**src/rtl/rgb_pwm_driver.sv**
```systemverilog
// rgb_pwm_driver
//   Turns the red/green/blue/intensity registers from the UART colour
//   receiver into three intensity-scaled PWM outputs for an RGB LED. New
//   duties are taken into shadow registers only at period wraps. Because of
//   this, a UART update in the middle of a period cannot glitch the LED.
//
// Parameters
//   PRESCALE  clk cycles per PWM tick (1..65535)
//   INVERT    1 = active-low LED pins (common anode)
//
// Ports
//   clk           system clock
//   reset         asynchronous, active-low reset
//   enable        1 = run PWM; 0 = counters held at 0, LEDs inactive
//   red/green/blue  8-bit colour levels
//   intensity     8-bit global brightness
//   led_r/g/b     PWM outputs
//   period_start  one-clk pulse when a new PWM period begins
module rgb_pwm_driver #(
    parameter int unsigned PRESCALE = 8,
    parameter bit          INVERT   = 1'b0
) (
    input  logic       clk,
    input  logic       reset,
    input  logic       enable,
    input  logic [7:0] red,
    input  logic [7:0] green,
    input  logic [7:0] blue,
    input  logic [7:0] intensity,
    output logic       led_r,
    output logic       led_g,
    output logic       led_b,
    output logic       period_start
);

    localparam logic [15:0] PSC_LAST = 16'(PRESCALE - 1);
    localparam logic [7:0]  PCNT_LAST = 8'd254;
    localparam logic [2:0]  LED_IDLE = {3{INVERT}};

    logic [15:0]      psc;
    logic [7:0]       pcnt;
    logic             tick;
    logic             wrap;
    logic [8:0]       int_p1;
    logic [2:0][7:0]  level;
    logic [2:0][15:0] prod;
    logic [2:0][7:0]  scaled;
    logic [2:0][7:0]  shadow;
    logic [2:0]       led_q;

    // Channel index 0 = red, 1 = green, 2 = blue
    assign level  = {blue, green, red};
    assign int_p1 = {1'b0, intensity} + 9'd1;
    assign tick   = (psc == PSC_LAST) && enable;
    assign wrap   = tick && (pcnt == PCNT_LAST);

    // Max product is 255*256 = 0xFF00, so 16 bits hold it without loss
    always_comb begin
        prod = '0;
        for (int unsigned i = 0; i < 3; i++) begin
            prod[i] = 16'(level[i]) * 16'(int_p1);
        end
    end

    always_ff @(posedge clk or negedge reset) begin
        if (!reset) begin
            scaled <= '0;
        end else begin
            for (int unsigned i = 0; i < 3; i++) begin
                scaled[i] <= 8'(prod[i] >> 8);
            end
        end
    end

    always_ff @(posedge clk or negedge reset) begin
        if (!reset) begin
            psc  <= '0;
            pcnt <= '0;
        end else if (!enable) begin
            psc  <= '0;
            pcnt <= '0;
        end else begin
            psc <= (psc == PSC_LAST) ? '0 : psc + 16'd1;
            if (tick) begin
                pcnt <= (pcnt == PCNT_LAST) ? '0 : pcnt + 8'd1;
            end
        end
    end

    // While disabled the shadows track the scaled values every clk. Because
    // of this, the first period after enable rises already uses the full
    // duty.
    always_ff @(posedge clk or negedge reset) begin
        if (!reset) begin
            shadow <= '0;
        end else if (!enable || wrap) begin
            shadow <= scaled;
        end
    end

    always_ff @(posedge clk or negedge reset) begin
        if (!reset) begin
            led_q        <= LED_IDLE;
            period_start <= 1'b0;
        end else begin
            period_start <= wrap;
            if (!enable) begin
                led_q <= LED_IDLE;
            end else begin
                for (int unsigned i = 0; i < 3; i++) begin
                    led_q[i] <= (pcnt < shadow[i]) ^ INVERT;
                end
            end
        end
    end

    assign led_r = led_q[0];
    assign led_g = led_q[1];
    assign led_b = led_q[2];

endmodule

```
**config.mk**
```make
export PLATFORM = sky130hd
export DESIGN_NAME = rgb_pwm_driver
export DESIGN_NICKNAME = d
export VERILOG_FILES = /design/src/rtl/rgb_pwm_driver.sv
export SDC_FILE = /design/constraint.sdc
export NUM_CORES = 1
export LEC_CHECK = 0
export ABC_AREA = 0
export BUFFER_PORTS_ARGS = -buffer_cell sky130_fd_sc_hd__buf_2
export CORE_ASPECT_RATIO = 1.25
export CORE_MARGIN = 2
export CORE_UTILIZATION = 30
export CTS_CLUSTER_DIAMETER = 30
export DETAILED_ROUTE_END_ITERATION = 10
export GPL_ROUTABILITY_DRIVEN = 0
export SYNTH_ARGS = -nofsm -noshare
export SYNTH_HDL_FRONTEND = slang
export SYNTH_SLANG_ARGS = --single-unit
```
**constraint.sdc**
```tcl
create_clock -name clk -period 2.1 [get_ports clk]
set_clock_uncertainty 0.15 [all_clocks]
set_input_delay 0.42 -clock clk [delete_from_list [all_inputs] [get_ports clk]]
set_output_delay 0.42 -clock clk [all_outputs]
set_load 0.1 [all_outputs]
```
---- Yosys cells after proc, flatten, opt, wreduce, memory -nomap -nowiden ----
Index checks and enable logic that the tools add are counted.
storage, ports and cells
  logic and storage cells ................. 32
  output and inout bits ................... 4
  flip-flop bits (word level) ............. 76
  bits of input ports ..................... 35
operators by class
  multiply operators ...................... 3
  equal/unequal tests ..................... 3
  magnitude comparators ................... 3
  reductions and logical operators ........ 4
  multiplexer cells ....................... 6
  add/sub/neg operators ................... 3
operator list
  kind                                                                     count
  8-bit by 9-bit multiplier with 16-bit output                             3
  16-bit two-way mux                                                       2
  8-bit < comparator                                                       3
  8-bit two-way mux                                                        3
  16-bit by 1-bit adder with 16-bit output, second input constant          1
  16-bit by 3-bit == test with 1-bit output, second input constant         1
  8-bit by 1-bit adder with 9-bit output, second input constant            1
  8-bit by 1-bit adder with 8-bit output, second input constant            1
  8-bit == test, second input constant                                     1
  3-bit two-way mux                                                        1
  1-bit logical AND                                                        2
  2-bit by 1-bit inequality test with 1-bit output, second input constant  1
  1-bit zero test                                                          1
  1-bit logical OR                                                         1

---- Depth between registers and ports, before layout ----
  depth in word-level cells ............... 4
  gate-level depth with buffers ........... 20

---- Worst setup path before layout ----
OpenSTA, ideal clock, no wires.
  path kind ............................... input to register
  start ................................... in intensity[0]
  end ..................................... reg scaled[22] in the netlist's numbering
  cell stages on the path ................. 19
  slack ................................... -3.177 ns
  data arrival time ....................... 5.047 ns
  required time ........................... 1.870 ns
  setup time .............................. 0.080 ns
  path through ............................ clkbuf_1 > nand3_1 > xnor2_1 > clkbuf_1 > nand2_1 > fa_1 > fa_1 > inv_1 > fa_1 > inv_1 > fa_1 > inv_1 > ha_1 > a211o_1 > a31oi_1 > o21ai_1 > a41o_1 > a21oi_1 > xnor2_1
RTL lines
  element                          RTL line  source
  from (decl)                      29        input logic [7:0] intensity,
  to (signal, indexed assignment)  70        scaled[i] <= 8'(prod[i] >> 8);
  to (decl)                        47        logic [2:0][7:0] scaled;

==> impl_metrics.toml <==
[critical_path]
end_kind = "flip-flop"
rr_endpoint = "led_q[1]"
critical_path_depth = 20
path_delay_family = "adder cells"
slowest_delay_ns = 0.48
cp-startpoint = "intensity[1]"
path_max_fanout = 6
cp_cell_sequence = "buf_8, ha_4, nand3_4, xnor2_4, buf_6, buf_16, and2_4, fa_1, ha_1, inv_2, fa_1, inv_1, fa_1, ha_2, or3_4, a31o_4, a311oi_4, o21bai_1, a21oi_1, xnor2_1"
cpMaxStageDelayCell = "fa_1"
endpoint = "scaled[13]"
cp.required_ns = 2.20
path_class = "input port to flip-flop"
path_buf_inv = 5
r2r-start = "pcnt[1]"
crit_top_cell = "fa_1"
reg2reg_setup_slack_ns = 0.08
arrival_ns = 4.66
start_kind = "input port"
rr_worst_depth = 6

[synth]
postSynthAreaPerCell_um2 = 9.30
async_flop_share_pct = 100
synth-seq-area-share_pct = 19.7
synth_compound_area_share_pct = 7.25
ys_ff_latch = 76
synth_simple_gate_area_share_pct = 19.3
synth_top_family_by_area = "adder cells"
synth_xor_area_share_pct = 4.62
ys.flop_type = "dfrtp_1"
yosysWarnings = 0
syn_inst = 1039
synth_edf_count = 0
synth.distinct_cells = 47
synthAdderAreaFrac_pct = 40.5
synth_fp_nets = 1315
synth.area.mux_share_pct = 0.349
synthesis.area_mm2 = 0.00967

[power_and_ir_drop]
p_per_area_mw_per_mm2 = 878
p_leak_nw = 6.36
finalPower_w = 0.0111
peakVddDrop_v = 0.000499

[die]
core_mm2 = 0.0318
die-area_mm2 = 0.0337
start_util_pct = 30.4
io_pins = 39
dieWidth_um = 165
die_h_um = 205
fp-row-count = 73

[global_route]
antenna_found_initial = 0
grt_pass1_wl_um = 36800
grt_max_degree = 36
first_global_vias = 7792
grt_use_total_pct = 13.4
grt-ovfl-total = 0

[clock_tree]
cts_sinks = 76
clk_pin_slew_ns = 0.06
cts_buffers = 9
clockRootBuffer = "clkbuf_16"
cts_tree = "built"
clock_tree.buffer_depth = 2
htreeDepth = 3
clock_latency_ns = 0.33

[timing]
fin_ws_ns = -2.46
worst_pin_slew_ns = 0.492
period_minus_slack_ns = 4.56
hold_violations = 0
max_slew_margin_pct = 67.2
setup_viol = 24
drv_slew = 0
fin_crit_sh_pct = 217
fin_setup_tns_ns = -55.56
grt_setup_unrepaired = "yes"
timing.fmax_mhz = 219

[drt]
drt_iter0_drc = 267
detail_route.wl_per_cell_um = 13.2
drc_errors = 0
postRouteAntennaNets = 0
avgViaCountPerCell = 4.47
firstDrtPassIters = 4
vias = 7320
wl_um = 21600

[placed_design]
dp.cells = 1597
place.detailed.hpwl_um = 17800
dpl_cell_area_mm2 = 0.0117
portBuffers = 38

[min_path]
hp-class = "input port to flip-flop"

[layout]
syn_to_final_growth_pct = 30.6
final_common_cell = "inv_1"
final_cell_mix = "175 x inv_1, 139 x buf_4, 125 x and2_1"
finalNonFillerCells = 1638
num_antenna_cells = 0
drive_gt1_share_pct = 26.5
stdcell_area_mm2 = 0.0126
nNetsFinal = 1497

[flow_run]
drv_cap = 0

[status]
outcome = "finished, violations left"
violations = "setup timing"
## worst register-to-register path, stage by stage (launching register included)
cell and delay [ns]:
dfrtp_1 0.50, ha_1 0.34, a21o_1 0.15, a21o_1 0.17, a211oi_1 0.24, o21bai_1 0.12, a31oi_2 0.25
## routing by layer
layer  global-route usage, %  part of all wire [%]
met5                       0                     0
met4                    3.57                   1.7
met3                    1.46                   2.0
met2                    24.1                    51
met1                    17.0                    45
## what timing repair did
item                       in CTS  in global routing
buffers inserted               16                  7
pin swaps                      20                 27
setup endpoints to repair      43                 51
gates cloned                    1                  1
resized for setup              43                 45
hold buffers                    1                  0
hold endpoints to repair       31                  0
## per-stage QoR
step,hold WS (ns),util (%),worst slack [ns]
after global routing,0.254,39.7,-2.62
after global placement,0.269,36.8,-2.88
final,0.257,39.7,-2.46
after floorplan,-0.0256,-,-2.60
after detailed placement,0.270,36.8,-2.97
after CTS,0.222,38.9,-2.45
## registers in the layout, indices dropped and copies added, names as in the netlist
name          flops
psc              16
scaled           24
led_q             3
pcnt              8
shadow           24
period_start      1
## synth_stat cells, types with 3 or more instances
cell type	number	share of area (%)
a211o_1	4	0.36
nand4_1	4	0.26
o21bai_1	6	0.47
o21ai_0	35	1.8
and3_1	11	0.71
ha_1	121	16
a211oi_1	6	0.47
nor2_1	39	1.5
nor3_1	11	0.57
xnor2_1	33	3.0
o21a_1	4	0.31
a21oi_1	18	0.93
or3_1	4	0.26
nand3_1	18	0.93
a31oi_1	6	0.39
inv_1	184	7.1
nand2b_1	8	0.52
nor2b_1	17	1.1
fa_1	120	25
and2_1	137	8.9
xor2_1	18	1.6
mux2_2	3	0.35
a21o_1	15	1.2
nand2_1	88	3.4
and4b_1	3	0.31
clkbuf_1	23	0.89
dfrtp_1	76	20
## worst min-delay path by stage
| stage | from | to | slack [ns] | cells after the start |
|---|---|---|---|---|
| final | enable | pcnt[1] | 0.26 | 2 |
| after global routing | enable | pcnt[1] | 0.25 | 2 |
| after CTS | enable | pcnt[1] | 0.22 | 2 |
| after detailed placement | reset | psc[10] | 0.27 | 1 |
| after global placement | reset | psc[7] | 0.27 | 1 |
| after floorplan | reset | led_q[0] | -0.03 | 0 |
## layout make-up
class	count	area, µm²
Tap cell	412	515
Sequential cell	76	1900
Multi-Input combinational cell	751	7570
Inverter	184	691
Clock buffer	10	229
Fill cell	3134	19200
Timing Repair Buffer	199	1620
Clock inverter	6	95.1
## logic make-up after synthesis
group	after synthesis
compound gates	107
xor+xnor	51
fa+ha+maj	241
buf+inv	212
flops	76
mux	3
simple gates	349
## power breakdown
| group | switching (W) | internal [W] |
|---|---|---|
| Combinational | 0.00360 | 0.00376 |
| Sequential | 0.000111 | 0.00192 |
| Clock | 0.000629 | 0.00106 |
No activity file was read; power rests on OpenSTA's default activity.
